**src/rtl/mem_port_arbiter.sv**
```systemverilog
// Round-robin arbiter sharing one MemReadWrite port between fetch, load/store and debug.
// One access in flight; fixed read latency hidden behind a req/gnt/done handshake.
module mem_port_arbiter #(
    parameter int AW     = 16,
    parameter int DW     = 32,
    parameter int RD_LAT = 3
) (
    input  logic            clk,
    input  logic            rst,
    input  logic [2:0]      req,
    input  logic [2:0]      we,
    input  logic [3*AW-1:0] addr,
    input  logic [3*DW-1:0] wdata,
    output logic [2:0]      gnt,
    output logic [2:0]      done,
    output logic [DW-1:0]   rdata,
    output logic            busy,
    output logic [1:0]      owner,
    output logic            mem_en,
    output logic            mem_ren,
    output logic            mem_wen,
    output logic [AW-1:0]   mem_addr,
    output logic [DW-1:0]   mem_din,
    input  logic [DW-1:0]   mem_dout
);

    typedef enum logic [1:0] {IDLE, ISSUE, RWAIT, DONE} state_t;

    localparam logic [3:0] LAT_M1 = 4'(RD_LAT - 1);

    state_t        state_q, state_d;
    logic [3:0]    cnt_q, cnt_d;
    logic [1:0]    owner_q, owner_d;
    logic [2:0]    gnt_q, gnt_d;
    logic [2:0]    done_q, done_d;
    logic [DW-1:0] rdata_q, rdata_d;
    logic          busy_q, busy_d;
    logic          mem_en_q, mem_en_d;
    logic          mem_ren_q, mem_ren_d;
    logic          mem_wen_q, mem_wen_d;
    logic [AW-1:0] mem_addr_q, mem_addr_d;
    logic [DW-1:0] mem_din_q, mem_din_d;
    logic [1:0]    win;

    // Scan order starts just after the last winner; owner_q doubles as the rr pointer.
    function automatic logic [1:0] rr_pick(input logic [2:0] r, input logic [1:0] last);
        logic [1:0] c0, c1, c2;
        case (last)
            2'd0:    begin c0 = 2'd1; c1 = 2'd2; c2 = 2'd0; end
            2'd1:    begin c0 = 2'd2; c1 = 2'd0; c2 = 2'd1; end
            default: begin c0 = 2'd0; c1 = 2'd1; c2 = 2'd2; end
        endcase
        if (r[c0]) return c0;
        if (r[c1]) return c1;
        return c2;
    endfunction

    function automatic logic [2:0] onehot(input logic [1:0] i);
        return 3'b001 << i;
    endfunction

    always_comb begin
        win        = rr_pick(req, owner_q);
        state_d    = state_q;
        cnt_d      = cnt_q;
        owner_d    = owner_q;
        gnt_d      = 3'b000;
        done_d     = 3'b000;
        rdata_d    = rdata_q;
        mem_en_d   = mem_en_q;
        mem_ren_d  = mem_ren_q;
        mem_wen_d  = mem_wen_q;
        mem_addr_d = mem_addr_q;
        mem_din_d  = mem_din_q;
        case (state_q)
            IDLE: begin
                if (req != 3'b000) begin
                    state_d    = ISSUE;
                    owner_d    = win;
                    gnt_d      = onehot(win);
                    mem_en_d   = 1'b1;
                    mem_ren_d  = ~we[win];
                    mem_wen_d  = we[win];
                    mem_addr_d = addr[win*AW +: AW];
                    mem_din_d  = we[win] ? wdata[win*DW +: DW] : '0;
                end
            end
            ISSUE: begin
                if (mem_wen_q) begin
                    state_d   = DONE;
                    done_d    = onehot(owner_q);
                    mem_en_d  = 1'b0;
                    mem_ren_d = 1'b0;
                    mem_wen_d = 1'b0;
                end else begin
                    state_d = RWAIT;
                    cnt_d   = LAT_M1;
                end
            end
            RWAIT: begin
                if (cnt_q == 4'd0) begin
                    state_d   = DONE;
                    done_d    = onehot(owner_q);
                    rdata_d   = mem_dout;
                    mem_en_d  = 1'b0;
                    mem_ren_d = 1'b0;
                end else begin
                    cnt_d = cnt_q - 4'd1;
                end
            end
            default: state_d = IDLE;
        endcase
        busy_d = (state_d != IDLE);
    end

    always_ff @(posedge clk) begin
        if (rst) begin
            state_q    <= IDLE;
            cnt_q      <= 4'd0;
            owner_q    <= 2'd2;
            gnt_q      <= 3'b000;
            done_q     <= 3'b000;
            rdata_q    <= '0;
            busy_q     <= 1'b0;
            mem_en_q   <= 1'b0;
            mem_ren_q  <= 1'b0;
            mem_wen_q  <= 1'b0;
            mem_addr_q <= '0;
            mem_din_q  <= '0;
        end else begin
            state_q    <= state_d;
            cnt_q      <= cnt_d;
            owner_q    <= owner_d;
            gnt_q      <= gnt_d;
            done_q     <= done_d;
            rdata_q    <= rdata_d;
            busy_q     <= busy_d;
            mem_en_q   <= mem_en_d;
            mem_ren_q  <= mem_ren_d;
            mem_wen_q  <= mem_wen_d;
            mem_addr_q <= mem_addr_d;
            mem_din_q  <= mem_din_d;
        end
    end

    assign gnt      = gnt_q;
    assign done     = done_q;
    assign rdata    = rdata_q;
    assign busy     = busy_q;
    assign owner    = owner_q;
    assign mem_en   = mem_en_q;
    assign mem_ren  = mem_ren_q;
    assign mem_wen  = mem_wen_q;
    assign mem_addr = mem_addr_q;
    assign mem_din  = mem_din_q;

endmodule

```
**config.mk**
```make
export PLATFORM = sky130hd
export DESIGN_NAME = mem_port_arbiter
export DESIGN_NICKNAME = d
export VERILOG_FILES = /design/src/rtl/mem_port_arbiter.sv
export SDC_FILE = /design/constraint.sdc
export NUM_CORES = 1
export LEC_CHECK = 0
export ABC_AREA = 1
export BUFFER_PORTS_ARGS = -buffer_cell sky130_fd_sc_hd__buf_2
export CELL_PAD_IN_SITES_DETAIL_PLACEMENT = 1
export CELL_PAD_IN_SITES_GLOBAL_PLACEMENT = 1
export CORE_UTILIZATION = 30
export DETAILED_ROUTE_END_ITERATION = 12
export PLACE_DENSITY = 0.84
export REMOVE_ABC_BUFFERS = 1
export SYNTH_ARGS = -nofsm -noshare
export SYNTH_HDL_FRONTEND = slang
export SYNTH_SLANG_ARGS = --single-unit
```
**constraint.sdc**
```tcl
create_clock -name clk -period 2.47 [get_ports clk]
set_clock_uncertainty 0.2 [all_clocks]
set_input_delay 0.247 -clock clk [delete_from_list [all_inputs] [get_ports clk]]
set_output_delay 0.247 -clock clk [all_outputs]
set_load 0.02 [all_outputs]
```
* Word-level counts from Yosys, hierarchy flattened
Index checks and enable logic that the tools add are counted.
** Operators by class
- $add $sub $neg :: 1
- $lt $le $gt $ge :: 3
- Equality and inequality tests :: 8
- Shift operators :: 4
- Muxes and demuxes :: 35
- Bitwise logic cells :: 3
- Reductions and logical operators :: 14
** Operator list (count)
- 96-bit by 8-bit variable part select with 32-bit output :: 1
- 48-bit by 7-bit variable part select with 16-bit output :: 1
- 32-bit 2-to-1 mux :: 1
- 1-bit 2-to-1 mux :: 12
- 2-bit 2-to-1 mux :: 6
- 2-bit one-hot mux with 2 select lines :: 3
- 2-bit != test (second input constant) :: 5
- 2-bit by 3-bit less-than comparator with 1-bit output (second input constant) :: 3
- 4-bit 2-to-1 mux :: 2
- 4-bit one-hot mux with 2 select lines :: 1
- 1-bit binary-select mux with 2-bit select :: 3
- 3-bit 2-to-1 mux :: 2
- 1-bit one-hot mux with 3 select lines :: 2
- 2-bit one-hot mux with 3 select lines :: 1
- 3-bit one-hot mux with 2 select lines :: 1
- 2-bit AND reduction :: 3
- 2-bit nonzero test :: 3
- 3-bit nonzero test :: 2
- 1-bit by 2-bit << shifter with 3-bit output (first input constant) :: 2
- 2-bit by 1-bit equality test with 1-bit output (second input constant) :: 2
- 2-bit logical NOT :: 2
- 4-bit logical NOT :: 1
- 4-bit AND reduction :: 1
- 4-bit by 1-bit subtractor with 4-bit output (second input constant) :: 1
- other kinds (5) :: 7
** Word-level totals
- Register bits :: 98
- Input bits :: 184
- Output and inout port bits :: 92
- Logic and storage cells :: 80

* Logic depth before layout (Yosys ltp)
Gate-level depths: netlist of the first run.
- Depth after elaboration :: 13
- Gate-level depth with buffers :: 12
- Gate-level depth less buffers :: 10

* Worst setup path before layout of the first run
No wires, ideal clock.
- Path type :: flip-flop to flip-flop
- Start point :: register owner_q[1] (netlist: owner[1])
- End point :: register mem_din_q[12] (netlist: mem_din[12])
- Setup time :: 0.120 ns
- Arrival :: 1.650 ns
- Required time :: 2.150 ns
- Path slack :: 0.500 ns
- Cell stages (with the launch flop) :: 9
- Buffers on the path :: 1
- Period minus slack after synthesis :: 1.970 ns
- Cell sequence :: dfxtp_1 -> inv_2 -> nand3_2 -> nand3_2 -> o21ai_2 -> nand2_1 -> nand4_4 -> buf_6 -> o21bai_2
** Between the ends
- Cells in the longest elaborated chain, start to end :: 11
- Elaborated cells between the ends (all ways) :: 20
- Those cells by class :: eq/ne: 1; shift: 1; mux: 17; reduce/logical: 1
** RTL lines
- start, declared :: line 33 : logic [1:0] owner_q, owner_d;
- start signal, assigned :: line 133 : owner_q <= owner_d;
- 2-bit by 1-bit equality test with 1-bit output / 2-bit logical NOT (equally long branches) :: line 48 : case (last)
- 2-bit one-hot mux with 2 select lines :: line 48
- 1-bit binary-select mux with 2-bit select :: line 54 : if (r[c1]) return c1;
- 1-bit 2-to-1 mux (implied by the code) :: line 54
- 1-bit 2-to-1 mux (2 in a row) :: line 54
- 2-bit 2-to-1 mux :: line 55 : return c2;
- 2-bit 2-to-1 mux (*) :: line 54
- branches (longest 2 deep; another with 96-bit by 8-bit variable part select with 32-bit output)
- 32-bit 2-to-1 mux (*) :: line 85 : mem_din_d = we[win] ? wdata[win*DW +: DW] : '0;
- end signal, assigned :: line 142 : mem_din_q <= mem_din_d;
- end, declared :: line 42 : logic [DW-1:0] mem_din_q, mem_din_d;
Mark *: on every way between the ends. The select of a mux whose other input is x is not followed.
A chain may end at the register's enable or synchronous reset.

* Worst setup path in the final report of the first run
- Start point :: register owner_q[1] (netlist: owner[1])
- End point :: register mem_addr_q[11] (netlist: mem_addr[11])
** Between the ends
- Cells in the longest elaborated chain, start to end :: 9
- Elaborated cells between the ends (all ways) :: 17
- Those cells by class :: eq/ne: 1; shift: 1; mux: 14; reduce/logical: 1
** RTL lines
- 2-bit by 1-bit equality test with 1-bit output / 2-bit logical NOT (equally long branches) :: line 48
- 2-bit one-hot mux with 2 select lines :: line 48
- 1-bit binary-select mux with 2-bit select :: line 54
- 1-bit 2-to-1 mux (implied by the code) :: line 54
- 1-bit 2-to-1 mux (2 in a row) :: line 54
- 2-bit 2-to-1 mux :: line 55
- 2-bit 2-to-1 mux (*) :: line 54
- 48-bit by 7-bit variable part select with 16-bit output (*) :: line 84 : mem_addr_d = addr[win*AW +: AW];
- end signal, assigned :: line 141 : mem_addr_q <= mem_addr_d;
- end, declared :: line 41 : logic [AW-1:0] mem_addr_q, mem_addr_d;
Every way passes the cells marked *; elsewhere a longest branch is shown, timed or not. The select of a mux whose other input is x is not followed.

==> impl_metrics.csv, run 1 <==
group,metric,value,unit
yosys,yosysTopAreaCell,"dfxtp_1",
clock_network,clockBufferDepth,2,
power_and_ir_drop,peakVddDrop,0.380,mV
worst_setup_path,arrival,2.33,ns
floorplan,core-area,16600,sq um
cells_and_area,regArea,1960,sq um
min_path,hp-start,"addr[16]",
yosys,yosys_warnings,0,
cells_and_area,multi_input_area,2580,sq um
route,wl_per_cell,15.9,um
worst_setup_path,timing.rr.start,"owner[1]$_SDFFE_PP1N_",
grt,grt_overflow_total,0,
clock_network,path_clk_slew,0.08,ns
placed_design,dp.cells,1228,
worst_setup_path,reg2reg_slack,0.22,ns
timing,final-setup-viol-count,0,
yosys,synth_seq_cells,98,
grt,busiest_layer,"met2",
yosys,syn_avg_cell_area,6.76,sq um
timing,tightest_slew,0.579,ns
cells_and_area,design_area,7640,sq um
yosys,yosys-top-cells-area,"dfxtp_1, nand2_1, nor2_1",
placed_design,gp_congestion,0.848,
cells_and_area,drive_above_1_share,0.320,
yosys,syn_area,5130,sq um
floorplan,dieArea,17600,sq um
worst_setup_path,cp-end-kind,"flip-flop",
grt,globalRouteMet2Util,0.419,
job,drv_cap,0,
yosys,netlist_instances,758,
worst_setup_path,worst_r2r_path_depth,8,
route,first_pass_iters,4,
clock_network,cts_buffers,9,
min_path,min_to,"mem_addr[0]$_SDFFE_PP0N_",
route,dr.first_iter.drc_count,187,
clock_network,insertion_delay,0.35,ns
route,vias,6149,
power_and_ir_drop,p_leak,4.02,nW
timing,finalHoldViolCount,0,
power_and_ir_drop,clock_power_share,0.166,
placed_design,place_area,6750,sq um
timing,min_period,2.25,ns
route,vias_per_cell,4.73,
grt,grt_pass1_wl,32600,um
timing,fmax,445,MHz
yosys,synth_top_area_frac,0.383,
cells_and_area,fin_cells,1301,
cells_and_area,finalNetCount,1265,
clock_network,cts.sinks,98,
placed_design,port_buffers,275,
status,status,"finished, final reports clean",
floorplan,io_pins,276,
worst_setup_path,critPathMaxFanout,35,
worst_setup_path,critPathKind,"flip-flop to flip-flop",
min_path,min_path_type,"primary input to flip-flop",
min_path,whs_path_depth,3,
floorplan,die_w,133,um
grt,met3_usage,0.0766,
timing,slew_headroom,0.610,
clock_network,cts_tree,"done",
grt,grt_pass1_vias,6470,
cells_and_area,fill_cells,2186,
timing,final_min_period_over_clock_period,0.910,
route,ant_nets,0,
yosys,post_synth_num_cell_types,36,
grt,antenna_found_initial,2,
power_and_ir_drop,p_sw_frac,0.480,
clock_network,cts_root_buf,"clkbuf_16",
grt,grt_max_degree,43,
floorplan,rows,47,
floorplan,initial_core_util,0.308,
worst_setup_path,cp-start-kind,"flip-flop",
route,drc_errors,0,
placed_design,place_hpwl,13800,um
floorplan,die_h,133,um
clock_network,htreeDepth,3,
power_and_ir_drop,p_seq_frac,0.279,
worst_setup_path,rr_endpoint,"mem_addr[11]$_SDFFE_PP0N_",
cells_and_area,fin_util,0.459,
grt,use_met1,0.255,
cells_and_area,syn2layout_area_growth,49.0,%
power_and_ir_drop,p_int,0.00467,W
yosys,yosysSeqAreaShare,0.383,
route,wl,20700,um
power_and_ir_drop,power_density,1180,nW/um^2
timing,rsz0062_at_grt,"no",
power_and_ir_drop,power.share.combinational,0.554,
grt,grt_usage,0.236,
timing,drv_slew,0,
power_and_ir_drop,p_sw,0.00431,W
worst_setup_path,required,2.56,ns
layout make-up:
cell class / instances / area share
Antenna cell: 1 / 0.000328
Timing Repair Buffer: 343 / 0.272
Clock inverter: 6 / 0.00950
Inverter: 114 / 0.0565
Clock buffer: 10 / 0.0313
Tap cell: 220 / 0.0360
Multi-Input combinational cell: 509 / 0.338
Sequential cell: 98 / 0.257
power by group through the flow:
stage               sequential [W]  combinational [W]  clock [W]
finish                     0.00251            0.00498    0.00149
global route               0.00258            0.00552    0.00161
CTS                        0.00249            0.00496    0.00153
detailed placement         0.00252            0.00487          0
global placement           0.00249            0.00474          0
floorplan                  0.00315            0.00242          0
cells in the mapped netlist (all sizes together):
library cell	count
nand2	184
nor2	117
inv	113
dfxtp	98
o21ai	59
nand3	55
nand3b	32
o21bai	28
buf	20
clkbuf	17
nand4	9
ha	6
a21oi	5
nor3	4
o211ai	4
a211oi	1
a221oi	1
a31o	1
clkinv	1
nor3b	1
o22ai	1
xnor2	1
cell usage in the layout, fill, tap and decap left out, types with 2 or more instances in the layout:
cell type	instances
a21oi_1	4
buf_12	4
buf_2	275
buf_4	8
clkbuf_16	9
clkinvlp_4	4
dfxtp_1	98
dlygate4sd3_1	56
ha_1	6
inv_1	104
inv_2	8
nand2_1	182
nand3_1	52
nand3_2	3
nand3b_1	32
nand4_1	8
nor2_1	113
nor2_2	2
nor2_4	2
nor3_1	3
o211ai_1	4
o21ai_0	47
o21ai_1	11
o21bai_1	8
o21bai_2	20
cells by family after synthesis:
group,count (synthesis),share of synthesized area
simple gates,402,0.350
buf+inv,151,0.119
compound gates,100,0.132
flops,98,0.383
fa+ha+maj,6,0.0146
xor+xnor,1,0.00171
registers in the layout (all words and copies together), names as in the netlist:
register	cells
owner	2
mem_wen	1
mem_addr	16
gnt	3
mem_en	1
cnt_q	4
mem_din	32
state_q	2
busy	1
mem_ren	1
done	3
rdata	32
metrics by stage:
step / power (W) / TNS, ns / setup WS [ns] / hold WS [ns]
2_1_floorplan: 0.00557 / -17.49 / -0.494 / 0.116
6_report: 0.00898 / 0 / 0.222 / 0.0107
3_5_place_dp: 0.00738 / 0 / 0.215 / 0.238
5_1_grt: 0.00971 / 0 / 0.0439 / 0.00572
3_3_place_gp: 0.00723 / 0 / 0.317 / 0.235
4_1_cts: 0.00897 / 0 / 0.169 / 0.0133
worst max-delay path by stage:
stage          depth (start not counted)                  start  slack [ns]                        end
2_1_floorplan                          7  owner[0]$_SDFFE_PP0N_       -0.49    mem_din[0]$_SDFFE_PP0N_
3_3_place_gp                           8  owner[1]$_SDFFE_PP1N_        0.32   mem_addr[4]$_SDFFE_PP0N_
3_5_place_dp                           9  owner[1]$_SDFFE_PP1N_        0.22  mem_addr[12]$_SDFFE_PP0N_
4_1_cts                                9  owner[1]$_SDFFE_PP1N_        0.17   mem_addr[4]$_SDFFE_PP0N_
5_1_grt                               10  owner[1]$_SDFFE_PP1N_        0.04    mem_din[7]$_SDFFE_PP0N_
6_report                               8  owner[1]$_SDFFE_PP1N_        0.22  mem_addr[11]$_SDFFE_PP0N_
critical path: stages (launching register included):
cell,delay [ns]
dfxtp_1,0.50
nor2_4,0.10
a21oi_2,0.18
nand3_2,0.18
nand2_8,0.24
inv_2,0.19
nor2_2,0.31
nand2_1,0.11
nand4_1,0.15
routing by layer:
layer | wire length, um | vias to the layer above
met1 | 8310 | 2881
met2 | 10200 | 225
met4 | 642 | 0
met3 | 1530 | 47
li1 | - | 2996
met5 | 0 | -
repair_timing:
| item | CTS | global route |
|---|---|---|
| hold buffers | 56 | 0 |
| endpoints found under the hold margin | 42 | 0 |
| buffers inserted | 0 | 0 |
| gates resized for setup | 0 | 3 |
| endpoints found under the setup margin | 0 | 1 |
Note: power is estimated with default switching activity, not from simulation.
==> run 2, diff against run 1 <==
- CORE_UTILIZATION: 30 -> 27
- PLACE_DENSITY: 0.84 -> 0.8
- clock period: 2.47 -> 2 ns (I/O delays scaled with it)
==> run 2 against run 1 <==
Global-route usage decreased by 1.5 points. Sequential power increased by 24%. Register-to-register slack got worse by 0.20 ns. Total power increased by 38%. First-iteration DRC count decreased by 18%. Critical endpoint is now mem_din[11]$_SDFFE_PP0N_. Critical path depth increased by 2. Highest routed layer unchanged.
==> impl_metrics.csv, run 2 (same netlist as run 1, synthesis figures left out) <==
group,metric,value,unit
timing,slew_headroom,0.761,
route,wl,22700,um
floorplan,initial_core_util,0.275,
power_and_ir_drop,p_leak,4.40,nW
clock_network,cts_root_buf,"clkbuf_16",
min_path,min_path_type,"primary input to flip-flop",
clock_network,path_clk_slew,0.07,ns
grt,grt_overflow_total,0,
grt,grt_max_degree,35,
route,first_pass_iters,4,
worst_setup_path,critPathMaxFanout,9,
placed_design,place_area,6890,sq um
cells_and_area,final_cell_mix,"buf_2, nand2_1, nor2_1, inv_1, dfxtp_1",
worst_setup_path,arrival,2.06,ns
floorplan,io_pins,276,
cells_and_area,design_area,8520,sq um
route,vias,6406,
timing,hold_ws,0.00494,ns
placed_design,place_hpwl,14300,um
floorplan,core-area,18600,sq um
power_and_ir_drop,p_total,0.0124,W
timing,drv_slew,0,
cells_and_area,fill_cells,2352,
floorplan,die_w,140,um
job,drv_cap,0,
status,status,"finished, final reports clean",
timing,tightest_slew,0.359,ns
worst_setup_path,slowest_stage,"dfxtp_4",
route,highest_layer,"met4",
timing,finalHoldViolCount,0,
worst_setup_path,reg2reg_slack,0.02,ns
floorplan,rows,50,
floorplan,die_h,140,um
worst_setup_path,critPathBufInv,2,
grt,antenna_found_initial,2,
grt,grt_usage,0.220,
route,wl_met2,11500,um
timing,fmax,506,MHz
placed_design,gp_congestion,0.798,
clock_network,clockBufferDepth,2,
floorplan,dieArea,19500,sq um
route,dr.first_iter.drc_count,154,
grt,grt_pass1_vias,6697,
placed_design,port_buffers,275,
clock_network,htreeDepth,3,
power_and_ir_drop,peakVddDrop,0.521,mV
route,wl_per_cell,16.5,um
worst_setup_path,cpPeakStageDelay,0.37,ns
timing,rsz0062_at_grt,"yes",
timing,final.setup.tns,0,ns
timing,min_period,1.98,ns
power_and_ir_drop,power_density,1450,nW/um^2
cells_and_area,finalNetCount,1324,
worst_setup_path,crit_family,"simple AND/OR/NAND/NOR gates",
worst_setup_path,cp-end-kind,"flip-flop",
clock_network,insertion_delay,0.35,ns
clock_network,cts_buffers,9,
cells_and_area,final_common_cell,"buf_2",
worst_setup_path,required,2.09,ns
worst_setup_path,critPathKind,"flip-flop to flip-flop",
clock_network,cts_tree,"done",
route,ant_nets,0,
cells_and_area,syn2layout_area_growth,66.2,%
grt,grt_pass1_wl,34100,um
cells_and_area,drive_above_1_share,0.355,
worst_setup_path,cp_cell_sequence,"nor2_4, inv_2, nand2_2, nand3_4, nand2_2, nand2_4, nand3_4, nand4_4, clkbuf_16, o21bai_2",
route,vias_per_cell,4.66,
worst_setup_path,cp-start-kind,"flip-flop",
route,met1_length,9130,um
timing,final-setup-viol-count,0,
clock_network,cts.sinks,98,
route,met3_wirelength,1410,um
route,drc_errors,0,
timing,final_min_period_over_clock_period,0.989,
==> run 2: per-stage QoR <==
step	setup slack, ns	cells	util
2_1_floorplan	-0.964	721	-
3_3_place_gp	-0.0373	1257	0.370
3_5_place_dp	-0.152	1257	0.370
4_1_cts	-0.0256	1358	0.434
5_1_grt	-0.0884	1375	0.457
6_report	0.0222	1376	0.457
==> run 2: report_power, final <==
part	internal, W	switching [W]	total (W)
Sequential	0.00269	0.000414	0.00310
Clock	0.00101	0.000814	0.00183
Combinational	0.00289	0.00456	0.00746
==> run 2: worst paths after layout <==
kind / startpoint / end / depth (start not counted)
max: owner[0]$_SDFFE_PP0N_ / mem_din[11]$_SDFFE_PP0N_ / 10
min: wdata[80] / mem_din[16]$_SDFFE_PP0N_ / 5
max reg2reg: owner[0]$_SDFFE_PP0N_ / mem_din[11]$_SDFFE_PP0N_ / 10
min reg2reg: mem_addr[2]$_SDFFE_PP0N_ / mem_addr[2]$_SDFFE_PP0N_ / 2
==> run 2: final cells by class <==
type / instances / area [sq um] / share of cell area
Multi-Input combinational cell: 509 / 2740 / 0.321
Clock inverter: 5 / 62.6 / 0.00734
Antenna cell: 3 / 7.51 / 0.000881
Inverter: 114 / 433 / 0.0508
Clock buffer: 11 / 243 / 0.0285
Sequential cell: 98 / 1970 / 0.231
Timing Repair Buffer: 402 / 2770 / 0.326
Tap cell: 234 / 293 / 0.0344
==> run 2: routing by layer <==
layer  global-route usage  vias to the layer above
met5                    0                        -
li1                     -                     3122
met1                0.240                     3016
met2                0.402                      220
met4               0.0960                        0
met3               0.0547                       48
==> run 2: worst register-to-register path: stages, from the launching register on <==
cell       delay, ns
dfxtp_4         0.37
nor2_4          0.21
inv_2           0.09
nand2_2         0.09
nand3_4         0.09
nand2_2         0.12
nand2_4         0.10
nand3_4         0.10
nand4_4         0.19
clkbuf_16       0.24
o21bai_2        0.11
==> run 2: what timing repair did <==
item                                    CTS  global route
endpoints found under the setup margin   58            87
hold buffers                             84             0
cloned                                    0             3
resized for setup                        10            66
pin swaps                                 2            14
hold endpoints to repair                 64             0
setup buffers                             1            13
